**src/rtl/uart_tx_scheduler_if.sv**
```systemverilog
// rtl/uart_tx_scheduler_if.sv - requester and UART handshake bundle for the transmit scheduler
// Ports (signals):
//   req_valid/req_data/req_last : per-requester byte offer (requester i uses req_data[8i+7:8i])
//   req_ready                   : one-hot accept strobe back to the requesters
//   uart_transmit/uart_tx_byte  : start pulse and byte towards the UART transmitter
//   uart_is_transmitting        : UART busy status
// Modports: master = requester/UART side, slave = scheduler.
interface uart_tx_scheduler_if #(
  parameter int NUM_REQ = 4
);
  logic [NUM_REQ-1:0]   req_valid;
  logic [8*NUM_REQ-1:0] req_data;
  logic [NUM_REQ-1:0]   req_last;
  logic [NUM_REQ-1:0]   req_ready;
  logic                 uart_transmit;
  logic [7:0]           uart_tx_byte;
  logic                 uart_is_transmitting;

  modport master (
    output req_valid, req_data, req_last, uart_is_transmitting,
    input  req_ready, uart_transmit, uart_tx_byte
  );

  modport slave (
    input  req_valid, req_data, req_last, uart_is_transmitting,
    output req_ready, uart_transmit, uart_tx_byte
  );
endinterface

```
**src/rtl/uart_tx_scheduler.sv**
```systemverilog
// rtl/uart_tx_scheduler.sv - round-robin byte scheduler in front of a shared UART transmitter
// Ports:
//   clk         : clock, rising edge
//   rst         : synchronous active-low reset
//   bus         : requester handshakes and UART transmit/status (slave modport)
//   grant_id    : requester owning the current or last transfer
//   busy        : high whenever the FSM is not IDLE
//   err_timeout : one-cycle pulse when the UART never started a byte
module uart_tx_scheduler #(
  parameter int NUM_REQ       = 4,
  parameter int START_TIMEOUT = 16,
  parameter int IDW           = 2
) (
  input  logic                clk,
  input  logic                rst,
  uart_tx_scheduler_if.slave  bus,
  output logic [IDW-1:0]      grant_id,
  output logic                busy,
  output logic                err_timeout
);
  localparam int CW = $clog2(START_TIMEOUT + 1);

  typedef enum logic [1:0] {IDLE, SEND, WAIT_START, WAIT_DONE} state_t;

  state_t         state_q, state_d;
  logic [7:0]     tx_hold_q, tx_hold_d;
  logic [IDW-1:0] last_grant_q, last_grant_d;
  logic [IDW-1:0] grant_id_q, grant_id_d;
  logic [IDW-1:0] lock_owner_q, lock_owner_d;
  logic           lock_q, lock_d;
  logic [CW-1:0]  cnt_q, cnt_d;

  logic           win_found;
  logic [IDW-1:0] win_id;
  logic [IDW-1:0] idx;
  logic [7:0]     win_byte;
  logic           win_last;

  // Winner selection. A locked message owner is the only candidate, even
  // while its valid is low, so message bytes never interleave.
  always_comb begin
    win_found = 1'b0;
    win_id    = '0;
    idx       = '0;
    if (lock_q) begin
      win_found = bus.req_valid[lock_owner_q];
      win_id    = lock_owner_q;
    end else begin
      // Scan farthest-first so the nearest valid requester after last_grant
      // is the one left standing.
      for (int i = NUM_REQ; i >= 1; i--) begin
        idx = IDW'((int'(last_grant_q) + i) % NUM_REQ);
        if (bus.req_valid[idx]) begin
          win_found = 1'b1;
          win_id    = idx;
        end
      end
    end
  end

  always_comb begin
    win_byte = '0;
    win_last = 1'b0;
    for (int i = 0; i < NUM_REQ; i++) begin
      if (win_id == IDW'(i)) begin
        win_byte = bus.req_data[8*i +: 8];
        win_last = bus.req_last[i];
      end
    end
  end

  always_comb begin
    state_d           = state_q;
    tx_hold_d         = tx_hold_q;
    last_grant_d      = last_grant_q;
    grant_id_d        = grant_id_q;
    lock_d            = lock_q;
    lock_owner_d      = lock_owner_q;
    cnt_d             = cnt_q;
    bus.req_ready     = '0;
    bus.uart_transmit = 1'b0;
    err_timeout       = 1'b0;
    case (state_q)
      IDLE: begin
        if (win_found) begin
          bus.req_ready = NUM_REQ'(1) << win_id;
          tx_hold_d     = win_byte;
          last_grant_d  = win_id;
          grant_id_d    = win_id;
          lock_d        = !win_last;
          lock_owner_d  = win_id;
          state_d       = SEND;
        end
      end
      SEND: begin
        bus.uart_transmit = 1'b1;
        cnt_d             = '0;
        state_d           = WAIT_START;
      end
      WAIT_START: begin
        if (bus.uart_is_transmitting) begin
          state_d = WAIT_DONE;
        end else if (cnt_q == CW'(START_TIMEOUT - 1)) begin
          // The byte is dropped; releasing the lock lets others proceed.
          err_timeout = 1'b1;
          lock_d      = 1'b0;
          state_d     = IDLE;
        end else begin
          cnt_d = cnt_q + CW'(1);
        end
      end
      WAIT_DONE: begin
        if (!bus.uart_is_transmitting) begin
          state_d = IDLE;
        end
      end
      default: state_d = IDLE;
    endcase
  end

  always_ff @(posedge clk) begin
    if (!rst) begin
      state_q      <= IDLE;
      tx_hold_q    <= '0;
      last_grant_q <= IDW'(NUM_REQ - 1);
      grant_id_q   <= '0;
      lock_q       <= 1'b0;
      lock_owner_q <= '0;
      cnt_q        <= '0;
    end else begin
      state_q      <= state_d;
      tx_hold_q    <= tx_hold_d;
      last_grant_q <= last_grant_d;
      grant_id_q   <= grant_id_d;
      lock_q       <= lock_d;
      lock_owner_q <= lock_owner_d;
      cnt_q        <= cnt_d;
    end
  end

  assign bus.uart_tx_byte = tx_hold_q;
  assign grant_id         = grant_id_q;
  assign busy             = (state_q != IDLE);
endmodule

```
**src/flat_wrapper.sv**
```systemverilog
// flat-port wrapper written by rule: the top's interface ports become plain ports
module uart_tx_scheduler_flat 
#(
  parameter int NUM_REQ       = 4,
  parameter int START_TIMEOUT = 16,
  parameter int IDW           = 2
)
  (clk, rst, grant_id, busy, err_timeout, bus_req_valid, bus_req_data, bus_req_last, bus_uart_is_transmitting, bus_req_ready, bus_uart_transmit, bus_uart_tx_byte);
  uart_tx_scheduler_if #(.NUM_REQ(NUM_REQ)) bus_i ();
  input  logic clk;
  input  logic rst;
  output logic [IDW-1:0] grant_id;
  output logic busy;
  output logic err_timeout;
  input wire logic [$bits(bus_i.req_valid)-1:0] bus_req_valid;
  input wire logic [$bits(bus_i.req_data)-1:0] bus_req_data;
  input wire logic [$bits(bus_i.req_last)-1:0] bus_req_last;
  input wire logic [$bits(bus_i.uart_is_transmitting)-1:0] bus_uart_is_transmitting;
  output wire logic [$bits(bus_i.req_ready)-1:0] bus_req_ready;
  output wire logic [$bits(bus_i.uart_transmit)-1:0] bus_uart_transmit;
  output wire logic [$bits(bus_i.uart_tx_byte)-1:0] bus_uart_tx_byte;
  assign bus_i.req_valid = bus_req_valid;
  assign bus_i.req_data = bus_req_data;
  assign bus_i.req_last = bus_req_last;
  assign bus_i.uart_is_transmitting = bus_uart_is_transmitting;
  assign bus_req_ready = bus_i.req_ready;
  assign bus_uart_transmit = bus_i.uart_transmit;
  assign bus_uart_tx_byte = bus_i.uart_tx_byte;
  uart_tx_scheduler #(.NUM_REQ(NUM_REQ), .START_TIMEOUT(START_TIMEOUT), .IDW(IDW)) u_core (.clk(clk), .rst(rst), .bus(bus_i), .grant_id(grant_id), .busy(busy), .err_timeout(err_timeout));
endmodule
```
**config.mk**
```make
export PLATFORM = sky130hd
export DESIGN_NAME = uart_tx_scheduler_flat
export DESIGN_NICKNAME = d
export VERILOG_FILES = /design/src/rtl/uart_tx_scheduler_if.sv /design/src/rtl/uart_tx_scheduler.sv /design/src/flat_wrapper.sv
export SDC_FILE = /design/constraint.sdc
export NUM_CORES = 1
export LEC_CHECK = 0
export ABC_CLOCK_PERIOD_IN_PS = 3200
export BUFFER_PORTS_ARGS = -buffer_cell sky130_fd_sc_hd__buf_2
export CAP_MARGIN = 10
export CORE_MARGIN = 2
export CORE_UTILIZATION = 52
export CTS_BUF_LIST = sky130_fd_sc_hd__clkbuf_2 sky130_fd_sc_hd__clkbuf_4 sky130_fd_sc_hd__clkbuf_8
export CTS_CLUSTER_SIZE = 20
export DETAILED_ROUTE_END_ITERATION = 7
export PLACE_DENSITY = 0.88
export SLEW_MARGIN = 40
export SYNTH_ARGS = -nofsm -noshare
export SYNTH_HDL_FRONTEND = slang
export SYNTH_SLANG_ARGS = --single-unit
```
**constraint.sdc**
```tcl
create_clock -name clk -period 3.2 [get_ports clk]
set_clock_uncertainty 0.2 [all_clocks]
set_input_delay 0.64 -clock clk [delete_from_list [all_inputs] [get_ports clk]]
set_output_delay 0.64 -clock clk [all_outputs]
set_load 0.03 [all_outputs]
```
==> reports/qor.yml <==
netlist_instances: 143
globalRoute.totalOverflow: 0
criticalPathCategory: "in2out"
critical_path.most_common_cell: "buf_2"
final_hold_viol_count: 0
synth.largest_area_cell: "dfxtp_1"
setup.worst_path.start_class: "input port"
clock_insertion_delay_worst_skew_ps: 310
floorplan.die_area_sq_um: 2890
dr_total_vias: 1315
required_ps: 2360
post-route-min-period_ps: 2841
core.rowCount: 18
postPlaceCellArea_sq_um: 1594
synth_sequential_area_ratio_pct: 31.10
synth-edff-count: 0
worstPathArrival_ps: 2000
tritoncts: "done"
chipHeight_um: 53.76
timing.critical_path.to_type: "primary output"
first_pass_iters: 4
synthMostInstantiatedCell: "dfxtp_1"
slowest_stage: "buf_4"
groute.usage.overall_pct: 23.88
detail_route.drc_violations: 0
ys_warns: 0
critical_path.top_delay_family: "buffers and inverters"
power.density_cell_area_nw_per_um2: 945.6
synthArstFlopShare_pct: 0
post_cts_resize_count: 0
layout-area-overhead-vs-synth_pct: 26.63
timing.max_cap.violations: 0
grt_first_pass_wirelength_mm: 4.905
synth.net_count: 188
rsz0062_at_grt: "false"
final_critical_path_share_of_the_clock_period_pct: 88.79
report.final.setup_viol: 0
via_per_inst: 5.668
grt_antenna_before_repair: 0
total_leakage_power_nw: 0.7650
detail_route.wl_per_cell_um: 13.60
io_pins: 60
cts_hold_buf: 0
antennaDiodeCount: 0
first_global_vias: 1124
cts_htree_levels: 1
irDropWorstVdd_mv: 0.6623
syn_avg_cell_area_sq_um: 9.003
drt_first_iter_violations: 22
crit_buf_inv: 3
num-nets-final: 248
hpwl_detailed_mm: 2.504
maxSlewHeadroom_pct: 68.15
crit_path_cell_trace: "buf_2 > nand2b_1 > o221ai_1 > a41oi_2 > buf_4 > nor3_1 > buf_2"
count_of_buffers_added_by_post_cts_timing_repair_for_setup: 0
clkTransAtPathRegs_ps: 110
synth_top_flop_cell: "dfxtp_1"
layout-drive-gt1-share_pct: 36.14
number_of_register_bits_inferred_by_synthesis: 20
route.antenna.remaining_nets: 0
cts_root_buf: "clkbuf_4"
run_status: "finished, final reports clean"
synthDominantCellAreaShare_pct: 31.10
maximum_clock_insertion_buffer_count: 2
slew_violations: 0
post_route_setup_tns_ps: 0
post-route-cell-area_sq_um: 1630
wl_mm: 3.155
placement.io_buffers: 59
final_weighted_congestion_in_routability_driven_placement: 0.7535
syn_area_sq_um: 1287
hp-class: "reg2reg"
cp_max_fo: 20
max_freq_mhz: 352.0
critical_path.max_stage_delay_ps: 250
timing_worst_slew_pin_value_ps: 474.1
numCtsBuffers: 3
grt_start_max_net_pins: 24
floorplan.initialDensity_pct: 53.43
fp.dieW_um: 53.76
count_of_distinct_cell_types_in_the_synthesized_netlist: 37
core-area_sq_um: 2410
post_synth_main_area_contributors: "dfxtp_1, mux2i_1, o221ai_1"
post_synth_most_frequent_cells: "dfxtp_1, mux2i_1, nand3_1"
clock_sinks: 20
cell families (layout without fill, tap and decap cells):
family	after synthesis	in the layout	share of synthesized area, %
AND/OR/NAND/NOR	60	60	24.68
adder cells (fa/ha/maj)	2	2	1.943
buffers and inverters	13	72	5.248
flip-flops	20	20	31.10
AO/OA/AOI/OAI	26	26	18.08
multiplexers	20	20	17.59
XOR/XNOR	2	2	1.361
flip-flops by register name (all words and copies together), names as in the netlist:
register                 cells
u_core.bus.uart_tx_byte      8
u_core.lock_q                1
u_core.last_grant_q          2
u_core.state_q               2
u_core.cnt_q                 5
u_core.lock_owner_q          2
final cells by class:
type	count	area [sq um]
multi-input cells	110	819.5
fillers	202	779.5
flip-flops and latches	20	400.4
repair buffers	61	310.3
well taps	30	37.54
clock buffers	4	36.28
inverters	7	26.28
worst min-delay path, stage by stage (launching register included):
cell and delay, ps:
dfxtp_1 350, nand3_1 60, o221ai_1 70
routing by layer:
metal  share of wire [%]  global-route usage [%]  vias to the layer above
met1                  43                   28.79                      588
li1                    -                       -                      653
met3                 7.6                   4.444                        4
met4                 1.6                   12.82                        0
met5                   0                       0                        -
met2                  48                   39.84                       70
worst paths after layout:
check | slack (ps) | cells after the start | end | from
worst max-delay path | 360 | 7 | bus_req_ready[1] | bus_req_valid[1]
worst min-delay path | 300 | 2 | u_core.bus.uart_tx_byte[2] | u_core.bus.uart_tx_byte[2]
worst min register to register | 300 | 2 | u_core.bus.uart_tx_byte[2] | u_core.bus.uart_tx_byte[2]
worst max register to register | 960 | 7 | u_core.lock_q | u_core.last_grant_q[0]
layout by cell type, fill, tap and decap left out, types with 2 or more instances in the layout:
cell / count
o221ai_1: 9
nand2_1: 11
nor2_1: 10
inv_1: 7
nand3_1: 15
o21ai_0: 3
a21boi_0: 2
buf_2: 59
nor3_1: 5
nand2b_1: 7
buf_4: 2
and3_1: 2
clkbuf_4: 3
nand3b_1: 2
a21boi_1: 4
xor2_1: 2
ha_1: 2
and2_1: 2
dfxtp_1: 20
mux2i_1: 17
power by group:
part           switching, mW  leakage, nW  internal [mW]  total [mW]
clock network         0.0798       0.0210         0.0695       0.149
logic                  0.593        0.580          0.378       0.970
registers             0.0847        0.164          0.337       0.422
total                  0.757        0.765          0.784        1.54
metrics by stage:
step           util [%]  hold slack [ps]  std cells  setup WS, ps  total power [mW]
2_1_floorplan         -            263.5        143         236.8             1.189
3_3_place_gp      66.15            266.9        228         364.8             1.369
3_5_place_dp      66.15            264.8        228         380.6             1.397
4_1_cts           67.65            304.9        232         374.0             1.548
5_1_grt           67.65            340.0        232         227.8             1.642
6_report          67.65            302.9        232         358.8             1.542
(Power assumes the default switching activity.)
